`config.mk`:
```
export PLATFORM = sky130hd
export DESIGN_NAME = invbox_pipe
export DESIGN_NICKNAME = d
export VERILOG_FILES = /design/src/rtl/invbox_pkg.sv /design/src/rtl/invbox_stage.sv /design/src/rtl/invbox_pipe.sv
export SDC_FILE = /design/constraint.sdc
export NUM_CORES = 1
export LEC_CHECK = 0
export ABC_AREA = 1
export ABC_CLOCK_PERIOD_IN_PS = 1900
export CORE_AREA = 2 2 39 41
export CTS_CLUSTER_DIAMETER = 80
export CTS_CLUSTER_SIZE = 12
export DETAILED_ROUTE_END_ITERATION = 6
export DIE_AREA = 0 0 41 43
export HOLD_SLACK_MARGIN = 0.12
export SETUP_SLACK_MARGIN = 0.15
export SYNTH_ARGS = -nofsm -noshare
export SYNTH_HDL_FRONTEND = slang
export SYNTH_SLANG_ARGS = --single-unit
```
`constraint.sdc`:
```
create_clock -name clk -period 1.9 [get_ports clk]
set_clock_uncertainty 0.2 [all_clocks]
set_input_delay 0.38 -clock clk [delete_from_list [all_inputs] [get_ports clk]]
set_output_delay 0.38 -clock clk [all_outputs]
set_load 0.01 [all_outputs]
```
`src/rtl/invbox_pkg.sv`:
```
// rtl/invbox_pkg.sv - shared helpers for the invertible-pin register pipeline
package invbox_pkg;

    // Widest data path the inversion helper can carry.
    localparam int INV_MAXW = 64;

    typedef logic [INV_MAXW-1:0] inv_word_t;

    function automatic inv_word_t inv_apply(input inv_word_t value, input inv_word_t mask);
        return value ^ mask;
    endfunction

    function automatic int cnt_w(input int depth);
        int w;
        w = $clog2(depth + 1);
        return (w < 1) ? 1 : w;
    endfunction

endpackage

```
`src/rtl/invbox_stage.sv`:
```
// rtl/invbox_stage.sv - one pipeline stage: data and valid registers with load/flush
module invbox_stage #(
    parameter int WIDTH = 4
) (
    input  logic             clk_i,
    input  logic             rst_i,
    input  logic             load_i,
    input  logic             flush_i,
    input  logic [WIDTH-1:0] data_i,
    input  logic             vld_i,
    output logic [WIDTH-1:0] data_o,
    output logic             vld_o,
    output logic             vld_next_o
);

    logic [WIDTH-1:0] data_q, data_d;
    logic             vld_q, vld_d;

    // Flush clears occupancy only; the data word is left in place.
    always_comb begin
        data_d = data_q;
        vld_d  = vld_q;
        if (flush_i) begin
            vld_d = 1'b0;
        end else if (load_i) begin
            data_d = data_i;
            vld_d  = vld_i;
        end
    end

    always_ff @(posedge clk_i or posedge rst_i) begin
        if (rst_i) begin
            data_q <= '0;
            vld_q  <= 1'b0;
        end else begin
            data_q <= data_d;
            vld_q  <= vld_d;
        end
    end

    assign data_o     = data_q;
    assign vld_o      = vld_q;
    assign vld_next_o = vld_d;

endmodule

```
`src/rtl/invbox_pipe.sv`:
```
// rtl/invbox_pipe.sv - enable-gated register pipeline with invertible d/en pins and occupancy count
module invbox_pipe
    import invbox_pkg::*;
#(
    parameter int               WIDTH  = 4,
    parameter int               DEPTH  = 2,
    parameter logic [WIDTH-1:0] INV_D  = '0,
    parameter logic             INV_EN = 1'b0,
    parameter logic [WIDTH-1:0] INV_Y  = '0
) (
    input  logic                      clk,
    input  logic                      rst,
    (* invertible_pin = "INV_D" *)
    input  logic [WIDTH-1:0]          d,
    (* invertible_pin = "INV_EN" *)
    input  logic                      en,
    input  logic                      flush,
    output logic [WIDTH-1:0]          y,
    output logic                      valid,
    output logic [cnt_w(DEPTH)-1:0]   count
);

    localparam int CW = cnt_w(DEPTH);

    logic [WIDTH-1:0] d_eff;
    logic             en_eff;
    logic [WIDTH-1:0] stage_data_in [DEPTH];
    logic [WIDTH-1:0] stage_data_q  [DEPTH];
    logic [DEPTH-1:0] stage_vld_in;
    logic [DEPTH-1:0] vld_q;
    logic [DEPTH-1:0] vld_d;
    logic [CW-1:0]    count_q, count_d;

    assign d_eff  = WIDTH'(inv_apply(inv_word_t'(d), inv_word_t'(INV_D)));
    assign en_eff = 1'(inv_apply(inv_word_t'(en), inv_word_t'(INV_EN)));

    for (genvar k = 0; k < DEPTH; k++) begin : g_stage
        if (k == 0) begin : g_head
            assign stage_data_in[k] = d_eff;
            assign stage_vld_in[k]  = 1'b1;
        end else begin : g_tail
            assign stage_data_in[k] = stage_data_q[k-1];
            assign stage_vld_in[k]  = vld_q[k-1];
        end

        invbox_stage #(
            .WIDTH(WIDTH)
        ) u_stage (
            .clk_i     (clk),
            .rst_i     (rst),
            .load_i    (en_eff),
            .flush_i   (flush),
            .data_i    (stage_data_in[k]),
            .vld_i     (stage_vld_in[k]),
            .data_o    (stage_data_q[k]),
            .vld_o     (vld_q[k]),
            .vld_next_o(vld_d[k])
        );
    end

    // Counting the next-state vector keeps count aligned with vld in the same cycle.
    always_comb begin
        count_d = '0;
        for (int k = 0; k < DEPTH; k++) begin
            count_d = count_d + CW'(vld_d[k]);
        end
    end

    always_ff @(posedge clk or posedge rst) begin
        if (rst) begin
            count_q <= '0;
        end else begin
            count_q <= count_d;
        end
    end

    assign y     = WIDTH'(inv_apply(inv_word_t'(stage_data_q[DEPTH-1]), inv_word_t'(INV_Y)));
    assign valid = vld_q[DEPTH-1];
    assign count = count_q;

endmodule
```
==> flow_results.xml, run 1 <==
<?xml version="1.0" encoding="UTF-8"?>
<metrics>
  <group name="outcome">
    <metric name="outcome" unit="">completed</metric>
  </group>
  <group name="routing">
    <metric name="1st_pass_router_iterations" unit="">4</metric>
    <metric name="drt_drc_violations_left" unit="">0</metric>
    <metric name="route.final.wire_length" unit="microns">902</metric>
    <metric name="average_detailed_routed_wire_length_per_instance" unit="microns">10.9</metric>
    <metric name="routed_via_density" unit="">4.49</metric>
    <metric name="drt_first_iter_violations" unit="">2</metric>
    <metric name="drt.antenna.violating_nets" unit="">0</metric>
    <metric name="via_count" unit="">373</metric>
  </group>
  <group name="cells_and_area">
    <metric name="area_growth" unit="%">46.6</metric>
    <metric name="design.final.nets" unit="">77</metric>
    <metric name="post-route-util" unit="%">48.9</metric>
    <metric name="nFillCells" unit="">137</metric>
    <metric name="sequential_area" unit="sq um">300</metric>
    <metric name="layout-drive-gt1-share" unit="%">13.4</metric>
    <metric name="antenna_cells_inserted" unit="">0</metric>
    <metric name="multi_input_comb_area" unit="sq um">139</metric>
  </group>
  <group name="global_routing">
    <metric name="globalRoute.totalOverflow" unit="">0</metric>
    <metric name="met3_usage" unit="%">3.14</metric>
    <metric name="globalRouteMet2Util" unit="%">16.9</metric>
    <metric name="globalRouteMet1Util" unit="%">16.9</metric>
    <metric name="vias_in_the_first_global_route" unit="">339</metric>
    <metric name="groute.usage.overall" unit="%">13.0</metric>
    <metric name="grt_pass1_wl" unit="microns">1460</metric>
    <metric name="antenna_found_initial" unit="">0</metric>
    <metric name="grt_max_degree" unit="">13</metric>
    <metric name="grt_busiest_layer" unit="">met1</metric>
  </group>
  <group name="clocking">
    <metric name="number_of_hold_buffers_added_after_cts" unit="">0</metric>
    <metric name="h-tree-depth" unit="">1</metric>
    <metric name="post_cts_setup_bufs" unit="">0</metric>
    <metric name="clock_tree.buffer_depth" unit="">2</metric>
    <metric name="cts.clk_slew.worst_paths" unit="ps">80</metric>
    <metric name="tritoncts.num_buffers" unit="">3</metric>
    <metric name="cts.sinks" unit="">12</metric>
    <metric name="cts.root.buffer_cell" unit="">clkbuf_4</metric>
    <metric name="cts_tree" unit="">done</metric>
    <metric name="ctsResizeCount" unit="">2</metric>
    <metric name="insertion_delay" unit="ps">280</metric>
  </group>
  <group name="synth">
    <metric name="yosys_register_bits" unit="">12</metric>
    <metric name="synthesis.yosys.warnings" unit="">0</metric>
    <metric name="ys_top_cells_by_area" unit="">dfrtp_1 65%, nand2_1 15%, nand3_1 8.7%</metric>
    <metric name="yosys.cell_count.top_type" unit="">nand2_1</metric>
    <metric name="synth.net_count" unit="">56</metric>
    <metric name="post_synth_edffs" unit="">0</metric>
    <metric name="netlist_instances" unit="">47</metric>
    <metric name="synth-seq-area-share" unit="%">65.0</metric>
    <metric name="synth_top_cell_by_area" unit="">dfrtp_1</metric>
    <metric name="syn_avg_cell_area" unit="sq um">9.82</metric>
    <metric name="synth-main-ff-cell" unit="">dfrtp_1</metric>
    <metric name="cell_area_after_synthesis" unit="sq um">462</metric>
    <metric name="synth.top_cell.area_share" unit="%">65.0</metric>
    <metric name="synthArstFlopShare" unit="%">100</metric>
    <metric name="synth_top_cells_by_count" unit="">18 x nand2_1, 12 x dfrtp_1, 8 x nand3_1</metric>
    <metric name="synth.distinct_cells" unit="">10</metric>
  </group>
  <group name="die">
    <metric name="io_pins" unit="">15</metric>
    <metric name="die_y" unit="microns">43</metric>
    <metric name="die_w" unit="microns">41</metric>
    <metric name="core-area" unit="sq um">1380</metric>
    <metric name="initial_utilization" unit="%">33.4</metric>
    <metric name="die_area" unit="sq um">1760</metric>
    <metric name="rows" unit="">14</metric>
  </group>
  <group name="worst_hold_path">
    <metric name="worstHoldPathType" unit="">in -&gt; async</metric>
  </group>
  <group name="sta">
    <metric name="post-route-period-util" unit="%">89.9</metric>
    <metric name="slew_headroom" unit="%">70.4</metric>
    <metric name="fin_worst_hold_slack" unit="ps">198</metric>
    <metric name="setup_total_negative_slack" unit="ps">0</metric>
    <metric name="finalCriticalPeriod" unit="ps">1710</metric>
    <metric name="tightest_slew" unit="ps">443</metric>
    <metric name="timing.final.max_slew_violations" unit="">0</metric>
    <metric name="timing.final.hold_violations" unit="">0</metric>
    <metric name="grt_setup_unrepaired" unit="">false</metric>
    <metric name="setup_slack" unit="ps">192</metric>
    <metric name="final-setup-viol-count" unit="">0</metric>
    <metric name="achievable-frequency" unit="GHz">0.586</metric>
  </group>
  <group name="power_and_ir_drop">
    <metric name="power_leakage" unit="uW">0.000406</metric>
    <metric name="pwr_density_cell" unit="nW/um^2">910</metric>
    <metric name="total_design_power" unit="uW">616</metric>
    <metric name="irDropWorstVdd" unit="mV">0.348</metric>
  </group>
  <group name="worst_setup_path">
    <metric name="worst_r2r_path_cells" unit="">3</metric>
    <metric name="timing.critical_path.arrival" unit="ps">1130</metric>
    <metric name="crit_path_cell_trace" unit="">clkdlybuf4s50_1</metric>
    <metric name="path_delay_family" unit="">buffers and inverters</metric>
    <metric name="crit_path_buffers_inverters" unit="">1</metric>
    <metric name="path_max_fanout" unit="">1</metric>
    <metric name="setup.worst_path.class" unit="">reg -&gt; out</metric>
    <metric name="crit_path_top_delay_cell" unit="">clkdlybuf4s50_1</metric>
    <metric name="endpoint_kind" unit="">output port</metric>
    <metric name="timing.critical_path.slowest_cell_delay" unit="ps">530</metric>
    <metric name="cp_data_required_time" unit="ps">1320</metric>
    <metric name="regToRegEndpoint" unit="">count[0]</metric>
    <metric name="timing.critical_path.from_type" unit="">flip-flop</metric>
    <metric name="worst-r2r-setup-slack" unit="ps">700</metric>
    <metric name="reg2reg_from" unit="">g_stage[0].u_stage.vld_o</metric>
  </group>
  <group name="placement">
    <metric name="post-dp-hpwl" unit="microns">649</metric>
    <metric name="routability_driven_placement_congestion_ratio" unit="">0.741</metric>
    <metric name="place_ws" unit="ps">158</metric>
    <metric name="buffer_ports.inserted" unit="">14</metric>
  </group>
  <group name="job">
    <metric name="drv.max_cap_violation_count" unit="">0</metric>
  </group>
</metrics>
[cells in the final DEF, fill, tap and decap left out, drive strengths merged]
cell           Yosys  final
ha                 1      1
inv                3      3
dlymetal6s2s       0      4
dfrtp             12     12
nand3              8      8
o21ai              1      1
buf                1      3
clkbuf             0      4
nand2             19     19
nor2               2      2
clkdlybuf4s50      0      8
dlygate4sd2        0      2
[power breakdown]
| group | switching [uW] | internal (uW) | total (uW) |
|---|---|---|---|
| sequential | 12.9 | 287 | 300 |
| clock | 90.7 | 117 | 207 |
| combinational | 51.0 | 57.4 | 108 |
[layout make-up]
class / instances / share of cell area, %
clock buffers: 4 / 5.36
inverters: 3 / 1.66
multi-input cells: 31 / 20.5
flip-flops and latches: 12 / 44.4
well taps: 16 / 2.96
repair buffers: 17 / 25.1
[sequential cells by signal, indices dropped and copies added, names as in the netlist]
name,flops
g_stage.u_stage.data_o,8
g_stage.u_stage.vld_o,2
count,2
[worst reg2reg max path: cells and delay by family (launching register included)]
family	cells	cell delay, ps
AOI/OAI and AO/OA	1	240
adders and majority gates	1	280
buffers and inverters	1	40
DFF	1	330
[through the flow]
stage	area, sq um	std cells
2_1_floorplan	462	47
3_3_place_gp	633	79
3_5_place_dp	633	79
4_1_cts	667	83
5_1_grt	677	83
6_report	677	83
[worst max path at each step]
stage,start,to,slack [ps],cells after the start
floorplan,flush,count[0],620,4
global placement,en,count[0],170,4
detailed placement,en,count[0],160,4
CTS,g_stage[1].u_stage.data_o[1],y[1],150,1
global route,count[0],count[0],160,1
finish,count[0],count[0],190,1
[cell families (layout without fill, tap and decap cells)]
logic type | Yosys count | count (layout) | share of synthesized area, %
fa+ha+maj | 1 | 1 | 2.71
simple gates | 29 | 29 | 26.3
buf+inv | 4 | 24 | 4.88
flops | 12 | 12 | 65.0
compound gates | 1 | 1 | 1.08
[per-layer routing]
metal  up-vias  part of all wire (%)
li1        186                     -
met1       173                    46
met2         9                    46
met3         5                   3.8
met4         0                   4.5
met5         -                     0
Note: power is estimated with default switching activity, not from simulation.
==> run 2, diff against run 1 <==
--- a/config.mk
+++ b/config.mk
@@ -9,7 +9,6 @@
 export ABC_CLOCK_PERIOD_IN_PS = 1900
 export CORE_AREA = 2 2 39 41
 export CTS_CLUSTER_DIAMETER = 80
-export CTS_CLUSTER_SIZE = 12
 export DETAILED_ROUTE_END_ITERATION = 6
 export DIE_AREA = 0 0 41 43
 export HOLD_SLACK_MARGIN = 0.12
==> results of run 2 <==
The final DEF is identical to that of run 1; final timing and power are the same.
==> run 3, diff against run 2 <==
--- a/config.mk
+++ b/config.mk
@@ -8,6 +8,7 @@
 export ABC_AREA = 1
 export ABC_CLOCK_PERIOD_IN_PS = 1900
 export CORE_AREA = 2 2 39 41
+export CTS_BUF_LIST = sky130_fd_sc_hd__clkbuf_8
 export CTS_CLUSTER_DIAMETER = 80
 export DETAILED_ROUTE_END_ITERATION = 6
 export DIE_AREA = 0 0 41 43
==> run 3 against run 2 <==
Critical path depth unchanged. Hold slack gained 44 ps. Final area rose by 1.7%. Largest cell class unchanged. Largest power group unchanged.
==> flow_results.xml, run 3 (same netlist as run 1, synthesis figures left out) <==
<?xml version="1.0" encoding="UTF-8"?>
<metrics>
  <group name="outcome">
    <metric name="outcome" unit="">completed</metric>
  </group>
  <group name="routing">
    <metric name="routed_via_density" unit="">4.39</metric>
    <metric name="1st_pass_router_iterations" unit="">4</metric>
    <metric name="drt.antenna.violating_nets" unit="">0</metric>
    <metric name="route.final.wire_length" unit="microns">900</metric>
    <metric name="via_count" unit="">364</metric>
    <metric name="drt_drc_violations_left" unit="">0</metric>
    <metric name="average_detailed_routed_wire_length_per_instance" unit="microns">10.8</metric>
    <metric name="drt_first_iter_violations" unit="">6</metric>
  </group>
  <group name="clocking">
    <metric name="cts.sinks" unit="">12</metric>
    <metric name="insertion_delay" unit="ps">240</metric>
    <metric name="h-tree-depth" unit="">1</metric>
    <metric name="ctsResizeCount" unit="">0</metric>
    <metric name="cts.root.buffer_cell" unit="">clkbuf_8</metric>
    <metric name="tritoncts.num_buffers" unit="">3</metric>
    <metric name="number_of_hold_buffers_added_after_cts" unit="">0</metric>
    <metric name="post_cts_setup_bufs" unit="">0</metric>
    <metric name="cts_tree" unit="">done</metric>
    <metric name="cts.clk_slew.worst_paths" unit="ps">50</metric>
    <metric name="clock_tree.buffer_depth" unit="">2</metric>
  </group>
  <group name="global_routing">
    <metric name="grt_max_degree" unit="">13</metric>
    <metric name="vias_in_the_first_global_route" unit="">344</metric>
    <metric name="globalRouteMet1Util" unit="%">16.6</metric>
    <metric name="groute.usage.overall" unit="%">12.7</metric>
    <metric name="globalRouteMet2Util" unit="%">17.2</metric>
    <metric name="antenna_found_initial" unit="">0</metric>
    <metric name="globalRoute.totalOverflow" unit="">0</metric>
    <metric name="met3_usage" unit="%">3.14</metric>
    <metric name="grt_busiest_layer" unit="">met2</metric>
    <metric name="grt_pass1_wl" unit="microns">1460</metric>
  </group>
  <group name="power_and_ir_drop">
    <metric name="irDropWorstVdd" unit="mV">0.309</metric>
    <metric name="power_leakage" unit="uW">0.000351</metric>
    <metric name="pwr_density_cell" unit="nW/um^2">1010</metric>
  </group>
  <group name="worst_setup_path">
    <metric name="timing.critical_path.slowest_cell_delay" unit="ps">530</metric>
    <metric name="setup.worst_path.class" unit="">reg -&gt; out</metric>
    <metric name="worst-r2r-setup-slack" unit="ps">700</metric>
    <metric name="path_delay_family" unit="">buffers and inverters</metric>
    <metric name="reg2reg_from" unit="">g_stage[0].u_stage.vld_o</metric>
    <metric name="endpoint_kind" unit="">output port</metric>
    <metric name="cp_data_required_time" unit="ps">1320</metric>
    <metric name="path_max_fanout" unit="">2</metric>
    <metric name="crit_path_cell_trace" unit="">clkdlybuf4s50_1</metric>
    <metric name="timing.critical_path.arrival" unit="ps">1120</metric>
    <metric name="timing.critical_path.from_type" unit="">flip-flop</metric>
    <metric name="crit_path_buffers_inverters" unit="">1</metric>
    <metric name="regToRegEndpoint" unit="">count[0]</metric>
    <metric name="worst_r2r_path_cells" unit="">3</metric>
    <metric name="crit_path_top_delay_cell" unit="">clkdlybuf4s50_1</metric>
  </group>
  <group name="die">
    <metric name="initial_utilization" unit="%">33.4</metric>
    <metric name="core-area" unit="sq um">1380</metric>
    <metric name="rows" unit="">14</metric>
    <metric name="die_y" unit="microns">43</metric>
    <metric name="io_pins" unit="">15</metric>
    <metric name="die_w" unit="microns">41</metric>
    <metric name="die_area" unit="sq um">1760</metric>
  </group>
  <group name="worst_hold_path">
    <metric name="worstHoldPathType" unit="">in -&gt; async</metric>
  </group>
  <group name="cells_and_area">
    <metric name="post-route-cell-area" unit="sq um">688</metric>
    <metric name="area_growth" unit="%">49.1</metric>
    <metric name="layout-drive-gt1-share" unit="%">13.4</metric>
    <metric name="layout_commonest_cell" unit="">nand2_1</metric>
    <metric name="post-route-util" unit="%">49.7</metric>
    <metric name="antenna_cells_inserted" unit="">0</metric>
    <metric name="mostFrequentLayoutCells" unit="">18 x nand2_1, 14 x clkdlybuf4s50_1, 12 x dfrtp_1</metric>
    <metric name="design.final.nets" unit="">77</metric>
    <metric name="largest_reg_flops" unit="">8</metric>
  </group>
  <group name="placement">
    <metric name="routability_driven_placement_congestion_ratio" unit="">0.741</metric>
    <metric name="post-dp-hpwl" unit="microns">649</metric>
    <metric name="buffer_ports.inserted" unit="">14</metric>
    <metric name="dpl-instance-area" unit="sq um">633</metric>
  </group>
  <group name="sta">
    <metric name="achievable-frequency" unit="GHz">0.589</metric>
    <metric name="grt_setup_unrepaired" unit="">false</metric>
    <metric name="setup_total_negative_slack" unit="ps">0</metric>
    <metric name="timing.final.hold_violations" unit="">0</metric>
    <metric name="timing.final.max_slew_violations" unit="">0</metric>
    <metric name="post-route-period-util" unit="%">89.3</metric>
    <metric name="final-setup-viol-count" unit="">0</metric>
    <metric name="tightest_slew" unit="ps">444</metric>
    <metric name="slew_headroom" unit="%">70.4</metric>
    <metric name="finalCriticalPeriod" unit="ps">1700</metric>
  </group>
  <group name="job">
    <metric name="drv.max_cap_violation_count" unit="">0</metric>
  </group>
</metrics>
run 3: area by class of cell:
cell class                 count  area [sq um]
clock buffer                   4          55.1
fill                         133           696
inverter                       3          11.3
multi-input combinational     31           139
sequential                    12           300
tap                           16          20.0
timing repair buffer          17           163
run 3: stage by stage:
step / cells / setup WS, ps / hold slack (ps) / power (uW)
3_5_place_dp: 79 / 158 / 258 / 423
4_1_cts: 83 / 190 / 259 / 704
6_report: 83 / 204 / 242 / 695
5_1_grt: 83 / 154 / 286 / 734
3_3_place_gp: 79 / 166 / 254 / 420
2_1_floorplan: 47 / 619 / 44.7 / 355
run 3: worst max-delay path by stage:
stage	startpoint	to	cells after the start
after floorplan	flush	count[0]	4
after global placement	en	count[0]	4
after detailed placement	en	count[0]	4
after CTS	g_stage[1].u_stage.vld_o	valid	1
after global routing	g_stage[1].u_stage.data_o[1]	y[1]	1
final	g_stage[1].u_stage.vld_o	valid	1
run 3: metal layers:
metal  routed length, microns  share of wire (%)  vias up
li1                         -                  -      186
met1                      416                 46      170
met2                      440                 49        6
met3                       29                3.2        2
met4                       14                1.6        0
met5                        0                  0        -
run 3: power breakdown:
group,switching (uW),internal [uW]
Clock,96.1,183
Combinational,50.8,64.1
Sequential,13.5,288
Total,160,535
